### src/rtl/counter_pkg.sv
// Shared mode and direction encodings for the up/down modulo counter family.
package counter_pkg;

    localparam logic [1:0] MODE_HOLD     = 2'b00;
    localparam logic [1:0] MODE_UP       = 2'b01;
    localparam logic [1:0] MODE_DOWN     = 2'b10;
    localparam logic [1:0] MODE_PINGPONG = 2'b11;

    localparam logic DIR_UP   = 1'b0;
    localparam logic DIR_DOWN = 1'b1;

endpackage

### src/rtl/t_ff_cell.sv
// Single T flip-flop storage bit with synchronous active-low reset.
module t_ff_cell (
    input  logic clk,
    input  logic rst_n,
    input  logic t,
    output logic q
);

    logic r_q;

    always_ff @(posedge clk) begin
        if (!rst_n) begin
            r_q <= 1'b0;
        end else if (t) begin
            r_q <= ~r_q;
        end
    end

    assign q = r_q;

endmodule

### src/rtl/updown_mod_counter.sv
// Modulo counter with up/down/hold/ping-pong modes built from a bank of T flip-flops.
// Next state is decoded here and turned into a toggle vector for the cells.
module updown_mod_counter
    import counter_pkg::*;
#(
    parameter int WIDTH   = 8,
    parameter int MODULUS = 2 ** WIDTH
) (
    input  logic             clk,
    input  logic             rst_n,
    input  logic             en,
    input  logic             load_n,
    input  logic [WIDTH-1:0] d,
    input  logic [1:0]       mode,
    output logic [WIDTH-1:0] q,
    output logic             dir,
    output logic             tc,
    output logic             wrap
);

    localparam logic [WIDTH:0]   MOD_EXT = (WIDTH + 1)'(MODULUS);
    localparam logic [WIDTH:0]   ONE_EXT = (WIDTH + 1)'(1);
    localparam logic [WIDTH-1:0] MAX_Q   = WIDTH'(MODULUS - 1);

    logic [WIDTH-1:0] w_q;
    logic [WIDTH-1:0] w_next;
    logic [WIDTH-1:0] w_t;
    logic [WIDTH-1:0] w_loadVal;
    logic [WIDTH:0]   w_qExt;
    logic [WIDTH:0]   w_incr;
    logic [WIDTH:0]   w_decr;
    logic             w_atTop;
    logic             w_atBottom;
    logic             w_step;
    logic             w_nextDir;
    logic             w_nextWrap;
    logic             w_tcSel;
    logic             r_dir;
    logic             r_wrap;

    // One extra bit keeps q+1 exact at MODULUS=2**WIDTH; the borrow bit of q-1 flags q==0.
    assign w_qExt     = {1'b0, w_q};
    assign w_incr     = w_qExt + ONE_EXT;
    assign w_decr     = w_qExt - ONE_EXT;
    assign w_atTop    = (w_incr == MOD_EXT);
    assign w_atBottom = w_decr[WIDTH];
    assign w_loadVal  = ({1'b0, d} >= MOD_EXT) ? MAX_Q : d;
    assign w_step     = en && (mode != MODE_HOLD);

    always_comb begin
        w_next     = w_q;
        w_nextDir  = r_dir;
        w_nextWrap = 1'b0;
        if (!rst_n) begin
            w_next    = '0;
            w_nextDir = DIR_UP;
        end else if (!load_n) begin
            w_next    = w_loadVal;
            w_nextDir = DIR_UP;
        end else if (w_step) begin
            case (mode)
                MODE_UP: begin
                    if (w_atTop) begin
                        w_next     = '0;
                        w_nextWrap = 1'b1;
                    end else begin
                        w_next = w_incr[WIDTH-1:0];
                    end
                end
                MODE_DOWN: begin
                    if (w_atBottom) begin
                        w_next     = MAX_Q;
                        w_nextWrap = 1'b1;
                    end else begin
                        w_next = w_decr[WIDTH-1:0];
                    end
                end
                MODE_PINGPONG: begin
                    // An endpoint is held for one step only: the step leaving it turns around.
                    if (r_dir == DIR_UP) begin
                        if (w_atTop) begin
                            w_next     = w_decr[WIDTH-1:0];
                            w_nextDir  = DIR_DOWN;
                            w_nextWrap = 1'b1;
                        end else begin
                            w_next = w_incr[WIDTH-1:0];
                        end
                    end else begin
                        if (w_atBottom) begin
                            w_next     = w_incr[WIDTH-1:0];
                            w_nextDir  = DIR_UP;
                            w_nextWrap = 1'b1;
                        end else begin
                            w_next = w_decr[WIDTH-1:0];
                        end
                    end
                end
                default: begin
                    w_next = w_q;
                end
            endcase
        end
    end

    assign w_t = w_q ^ w_next;

    for (genvar i = 0; i < WIDTH; i++) begin : g_cell
        t_ff_cell u_cell (
            .clk   (clk),
            .rst_n (rst_n),
            .t     (w_t[i]),
            .q     (w_q[i])
        );
    end

    always_ff @(posedge clk) begin
        if (!rst_n) begin
            r_dir  <= DIR_UP;
            r_wrap <= 1'b0;
        end else begin
            r_dir  <= w_nextDir;
            r_wrap <= w_nextWrap;
        end
    end

    always_comb begin
        w_tcSel = 1'b0;
        case (mode)
            MODE_UP:       w_tcSel = w_atTop;
            MODE_DOWN:     w_tcSel = w_atBottom;
            MODE_PINGPONG: w_tcSel = (r_dir == DIR_UP) ? w_atTop : w_atBottom;
            default:       w_tcSel = 1'b0;
        endcase
    end

    assign tc   = rst_n & load_n & en & w_tcSel;
    assign q    = w_q;
    assign dir  = r_dir;
    assign wrap = r_wrap;

endmodule

### config.mk
export PLATFORM = sky130hd
export DESIGN_NAME = updown_mod_counter
export DESIGN_NICKNAME = d
export VERILOG_FILES = /design/src/rtl/counter_pkg.sv /design/src/rtl/t_ff_cell.sv /design/src/rtl/updown_mod_counter.sv
export SDC_FILE = /design/constraint.sdc
export NUM_CORES = 1
export LEC_CHECK = 0
export ABC_CLOCK_PERIOD_IN_PS = 1900
export CORE_AREA = 3 3 59 61
export CTS_CLUSTER_DIAMETER = 200
export DETAILED_ROUTE_END_ITERATION = 12
export DIE_AREA = 0 0 62 64
export GPL_TIMING_DRIVEN = 0
export PLACE_DENSITY = 0.74
export SYNTH_ARGS = -nofsm -noshare
export SYNTH_HDL_FRONTEND = slang
export SYNTH_SLANG_ARGS = --single-unit
### constraint.sdc
create_clock -name clk -period 1.9 [get_ports clk]
set_input_delay 0.475 -clock clk [delete_from_list [all_inputs] [get_ports clk]]
set_output_delay 0.475 -clock clk [all_outputs]
set_load 0.01 [all_outputs]
# Word-level counts from Yosys, hierarchy flattened
# Cells that the tools add are included.
op_classes:
  n_bitwise: 12
  eq_ne: 4
  addsub: 2
  n_mux: 17
  reduce_logical: 5
ops:
  columns: ["operator", "n"]
  rows:
  - ["$mux 8", 8]
  - ["$pmux 8 s3", 1]
  - ["$add 8x1->9 const B", 1]
  - ["$eq 9x9->1 const B", 1]
  - ["$sub 8x1->9 const B", 1]
  - ["$not 1->1", 8]
  - ["$xor 8x8->8", 1]
  - ["$mux 1", 6]
  - ["$pmux 1 s3", 2]
  - ["$eq 2x2->1 const B", 2]
  - ["$reduce_and 2->1", 2]
  - ["$and 1x1->1", 3]
  - ["$reduce_and 3->1", 1]
  - ["$eq 2x1->1 const B", 1]
  - ["$reduce_bool 2->1", 1]
  - ["$logic_and 1x1->1", 1]
word_totals:
  in_bits: 14
  output_inout_bits: 11
  wordCells: 50
  ff_bits: 10

# Depth between registers and ports, before layout
logic_depth:
  ltp_word: 9
  depth_mapped: 7
  mapped_depth_nobuf: 7

# Modules after synthesis
# A second synthesis with hierarchy kept.
unflattened:
  cells_unflattened: 214
  area_unflattened_um2: 1514.0
by_module_without_submodules:
  columns: ["module", "cells_per_inst", "instances", "area_each_um2"]
  rows:
  - ["updown_mod_counter", 190, 1, 1233.7]
  - ["t_ff_cell", 3, 8, 35.0]

# Least setup slack after synthesis
# Ideal clock, no wire load.
synth_path:
  path_type: "register to output"
  from: "register g_cell[3].u_cell.r_q"
  to: "output port tc"
  slack_ps: -319
  t_required_ps: 1425
  stages_incl_launch_ff: 6
  arrival_ps: 1744
  path_cell_list: "dfxtp_1 > buf_6 > or4_4 > nor4_4 > a31oi_1 > nor3_1"
synth_via:
  elab_chain_cells: 5
  elab_cells_between_ends: 6
  classes_between: "add/sub: 2; eq/ne: 1; mux: 2; bitwise: 1"
synth_rtl:
  columns: ["item", "line_no", "source"]
  rows:
  - ["start: declaration", "t_ff_cell.sv:9", "logic r_q;"]
  - ["start signal: assignment", "t_ff_cell.sv:15", "r_q <= ~r_q;"]
  - ["$add 8x1->9", "updown_mod_counter.sv:43", "assign w_incr = w_qExt + ONE_EXT;"]
  - ["$eq 9x9->1", "updown_mod_counter.sv:45", "assign w_atTop = (w_incr == MOD_EXT);"]
  - ["$mux 1", "updown_mod_counter.sv:131", "MODE_PINGPONG: w_tcSel = (r_dir == DIR_UP) ? w_atTop : w_atBottom;"]
  - ["$pmux 1 s3 *", "updown_mod_counter.sv:128", "case (mode)"]
  - ["$and 1x1->1 *", "updown_mod_counter.sv:136", "assign tc = rst_n & load_n & en & w_tcSel;"]
  - ["end: declaration", "updown_mod_counter.sv:17", "output logic tc,"]
# Mark *: on every way between the ends. The rest lies on a longest branch, timed or not.

# Worst setup path in the final report
layout_path:
  from: "register g_cell[2].u_cell.r_q"
  to: "output port tc"
layout_via:
  elab_chain_cells: 5
  elab_cells_between_ends: 6
  classes_between: "add/sub: 2; eq/ne: 1; mux: 2; bitwise: 1"
layout_rtl:
  columns: ["item", "line_no"]
  rows:
  - ["start: declaration", "t_ff_cell.sv:9"]
  - ["start signal: assignment", "t_ff_cell.sv:15"]
  - ["$add 8x1->9", "updown_mod_counter.sv:43"]
  - ["$eq 9x9->1", "updown_mod_counter.sv:45"]
  - ["$mux 1", "updown_mod_counter.sv:131"]
  - ["$pmux 1 s3 *", "updown_mod_counter.sv:128"]
  - ["$and 1x1->1 *", "updown_mod_counter.sv:136"]
# Marks and branches as above.

==> results.yml <==
run_status:
  status: "finished with violations"
  failed_checks: "setup timing"
sta:
  finalWorstSetupSlack_ns: -0.493
  rsz0062_at_grt: "yes"
  finalCriticalPeriod_ns: 2.39
  setup_violations: 6
  worstMarginPinSlew_ns: 0.819
  slew_violations: 0
  fin_skew_ns: 0.00595
  slew_headroom_pct: 44.9
  finalCritPeriodShare_pct: 126
  hold_viol_final: 0
  fmax_mhz: 418
cts:
  cts_tree: "yes"
  htree_levels: 1
  clkSinkCount: 10
  ctsRootBufferMaster: "clkbuf_4"
  clock_path_buffers: 2
  cts_buffers: 3
  hold_buffers: 0
  cts.clk_slew.worst_paths_ns: 0.09
  clock_latency_ns: 0.29
flow_run:
  maxCapViolations: 0
setup_path:
  timing.rr.end: "g_cell[1].u_cell.q$_SDFFE_PN0P_"
  max_stage_delay_ns: 0.56
  slowest_stage: "or4_4"
  timing.rr.start: "g_cell[2].u_cell.q$_SDFFE_PN0P_"
  critical_path_class: "reg -> out"
  critPathCaptureType: "output port"
  critical_path_required_ns: 1.42
  crit_chain: "or4_4, nor4_4, a31oi_2, nor3_2, buf_2"
  crit_arrival_ns: 1.92
  r2r_cells: 7
  crit_family: "simple AND/OR/NAND/NOR gates"
  critPathMaxFanout: 2
  start_kind: "flop"
  crit_buf_inv: 1
  r2r_slack_ns: -0.08
floorplan:
  fp-row-count: 20
  ios: 25
  core_um2: 3030
  die_h_um: 64
  initial_core_util_pct: 39.2
  dieWidth_um: 62
  dieArea_um2: 3970
final_layout:
  fin_nets: 213
  layout_common_cells: "21 x buf_4, 18 x clkdlybuf4s50_1, 15 x nand2_1"
  final_common_cell: "buf_4"
  drive_above_1_share_pct: 33.2
  syn2layout_area_growth_pct: 43.2
  num-fill-cells: 287
  n_antenna_cell: 0
pwr:
  swShare_pct: 37.5
  power.density_nw_per_um2: 505
  vdd_drop_max_mv: 0.294
  comb_power_share_pct: 44.3
  netSwitchingPower_w: 0.000321
  p_leak_nw: 0.610
  pwr-share-seq_pct: 30.1
  power_w: 0.000858
  p_clk_share_pct: 25.5
  p_int_w: 0.000536
drt:
  via_per_inst: 6.07
  dr.pass1.iters: 4
  wl_mm: 4.06
  drtIter0Drc: 73
  wl_per_cell_um: 16.9
  drc_errors: 0
  vias: 1456
  postRouteAntennaNets: 0
global_route:
  grt_pass1_wl_mm: 6.17
  grt_antenna_before_repair: 0
  first_global_vias: 1315
  grt_usage_pct: 20.2
  overflow: 0
  grt_max_degree: 12
yosys:
  yosys_warnings: 0
  synth_seq_cells: 10
  ys_seq_area_share_pct: 16.9
  synth-edff-count: 0
  synth_nets: 176
  syn_area_um2: 1190
  syn_inst: 160
  synth_top_flop_cell: "dfxtp_1"
  syn_area_per_cell_um2: 7.41
  ys_types: 49
  synthArstFlopShare_pct: 0
min_path:
  whs_endpoint: "g_cell[2].u_cell.q$_SDFFE_PN0P_"
  hp-start: "rst_n"
  worst_hold_path_type: "in -> reg"
  holdPathStages: 3
placement:
  hpwl_mm: 2.62
  gp_congestion: 0.968
  portBuffers: 21
  post-place-ws_ns: -0.984
worst reg2reg max path, delay by kind of cell (launching register included):
kind / cells / cell delay, ns
AO/OA/AOI/OAI: 3 / 0.39
AND/OR/NAND/NOR: 2 / 0.85
flip-flops: 1 / 0.35
buffers and inverters: 2 / 0.31
how the worst max path moves through the flow:
stage                                     from  endpoint  slack (ns)  cells past startpoint
2_1_floorplan  g_cell[3].u_cell.q$_SDFFE_PN0P_        tc       -0.26                      5
3_3_place_gp   g_cell[3].u_cell.q$_SDFFE_PN0P_        tc       -0.97                      6
3_5_place_dp   g_cell[3].u_cell.q$_SDFFE_PN0P_        tc       -0.98                      6
4_1_cts        g_cell[2].u_cell.q$_SDFFE_PN0P_        tc       -0.48                      5
5_1_grt        g_cell[2].u_cell.q$_SDFFE_PN0P_        tc       -0.56                      5
6_report       g_cell[2].u_cell.q$_SDFFE_PN0P_        tc       -0.49                      5
through the flow:
| stage | util [%] | TNS [ns] | cell area, um^2 | hold WS (ns) | std cells |
|---|---|---|---|---|---|
| floorplan | - | -0.261 | 1190 | 0.569 | 160 |
| global placement | 48.1 | -2.23 | 1460 | 0.621 | 225 |
| detailed placement | 48.1 | -2.46 | 1460 | 0.637 | 225 |
| CTS | 52.4 | -0.481 | 1590 | 0.459 | 236 |
| global route | 56.1 | -1.11 | 1700 | 0.486 | 240 |
| finish | 56.1 | -0.690 | 1700 | 0.465 | 240 |
power by group through the flow:
| stage | Sequential [W] | Combinational [W] | Clock (W) |
|---|---|---|---|
| after global placement | 0.000254 | 0.000302 | 0 |
| after detailed placement | 0.000256 | 0.000309 | 0 |
| after global routing | 0.000261 | 0.000409 | 0.000225 |
| after CTS | 0.000258 | 0.000329 | 0.000214 |
| final | 0.000259 | 0.000380 | 0.000219 |
| after floorplan | 0.000249 | 0.000213 | 0 |
registers in the layout, indices dropped and copies added (netlist names):
register and cells:
dir 1, g_cell.u_cell.q 8, wrap 1
cell usage after synthesis, types with 2 or more instances:
cell type,n,area (um^2)
a21o_1,2,15.0
a21oi_1,12,60.1
a311oi_1,3,26.3
a31o_2,2,17.5
a31oi_1,3,18.8
and3_2,2,15.0
buf_4,9,67.6
buf_6,4,45.0
clkbuf_1,3,11.3
clkbuf_8,3,41.3
dfxtp_1,10,200
ha_1,2,25.0
inv_1,9,33.8
nand2_1,15,56.3
nand2b_1,3,18.8
nand3_1,7,35.0
nand4_1,3,18.8
nor2_1,9,33.8
nor2b_1,3,18.8
nor3_1,6,30.0
o211ai_1,9,67.6
o21a_1,3,22.5
o21ai_0,9,45.0
xnor2_1,4,35.0
cell families (layout without fill, tap and decap cells):
kind of cell | count (synthesis) | after routing | share of synthesized area (%)
AO/OA/AOI/OAI | 57 | 57 | 33.7
AND/OR/NAND/NOR | 57 | 57 | 26.3
buffers and inverters | 29 | 65 | 17.4
flip-flops | 10 | 10 | 16.9
XOR/XNOR | 5 | 5 | 3.69
adder cells (fa/ha/maj) | 2 | 2 | 2.11
final cells by class:
type | count | area (um^2) | share of cell area [%]
Multi-Input combinational cell | 121 | 871 | 51.3
Tap cell | 44 | 55.1 | 3.24
Sequential cell | 10 | 225 | 13.3
Inverter | 9 | 37.5 | 2.21
Buffer | 18 | 150 | 8.84
Timing Repair Buffer | 34 | 324 | 19.1
Clock buffer | 4 | 36.3 | 2.14
layer usage:
layer	track usage, %	up-vias	share of wire, %	routed length [um]
li1	-	665	-	-
met1	28.1	673	41	1650
met2	30.3	95	47	1920
met3	2.22	23	8.2	332
met4	9.02	0	3.8	153
met5	0	-	0	0
what timing repair did:
| item | 4_1_cts | 5_1_grt |
|---|---|---|
| buffers inserted | 9 | 4 |
| resized for setup | 22 | 17 |
| gates cloned | 0 | 1 |
| pin swaps | 5 | 16 |
| setup endpoints to repair | 14 | 11 |
Note: power is estimated with default switching activity, not from simulation.
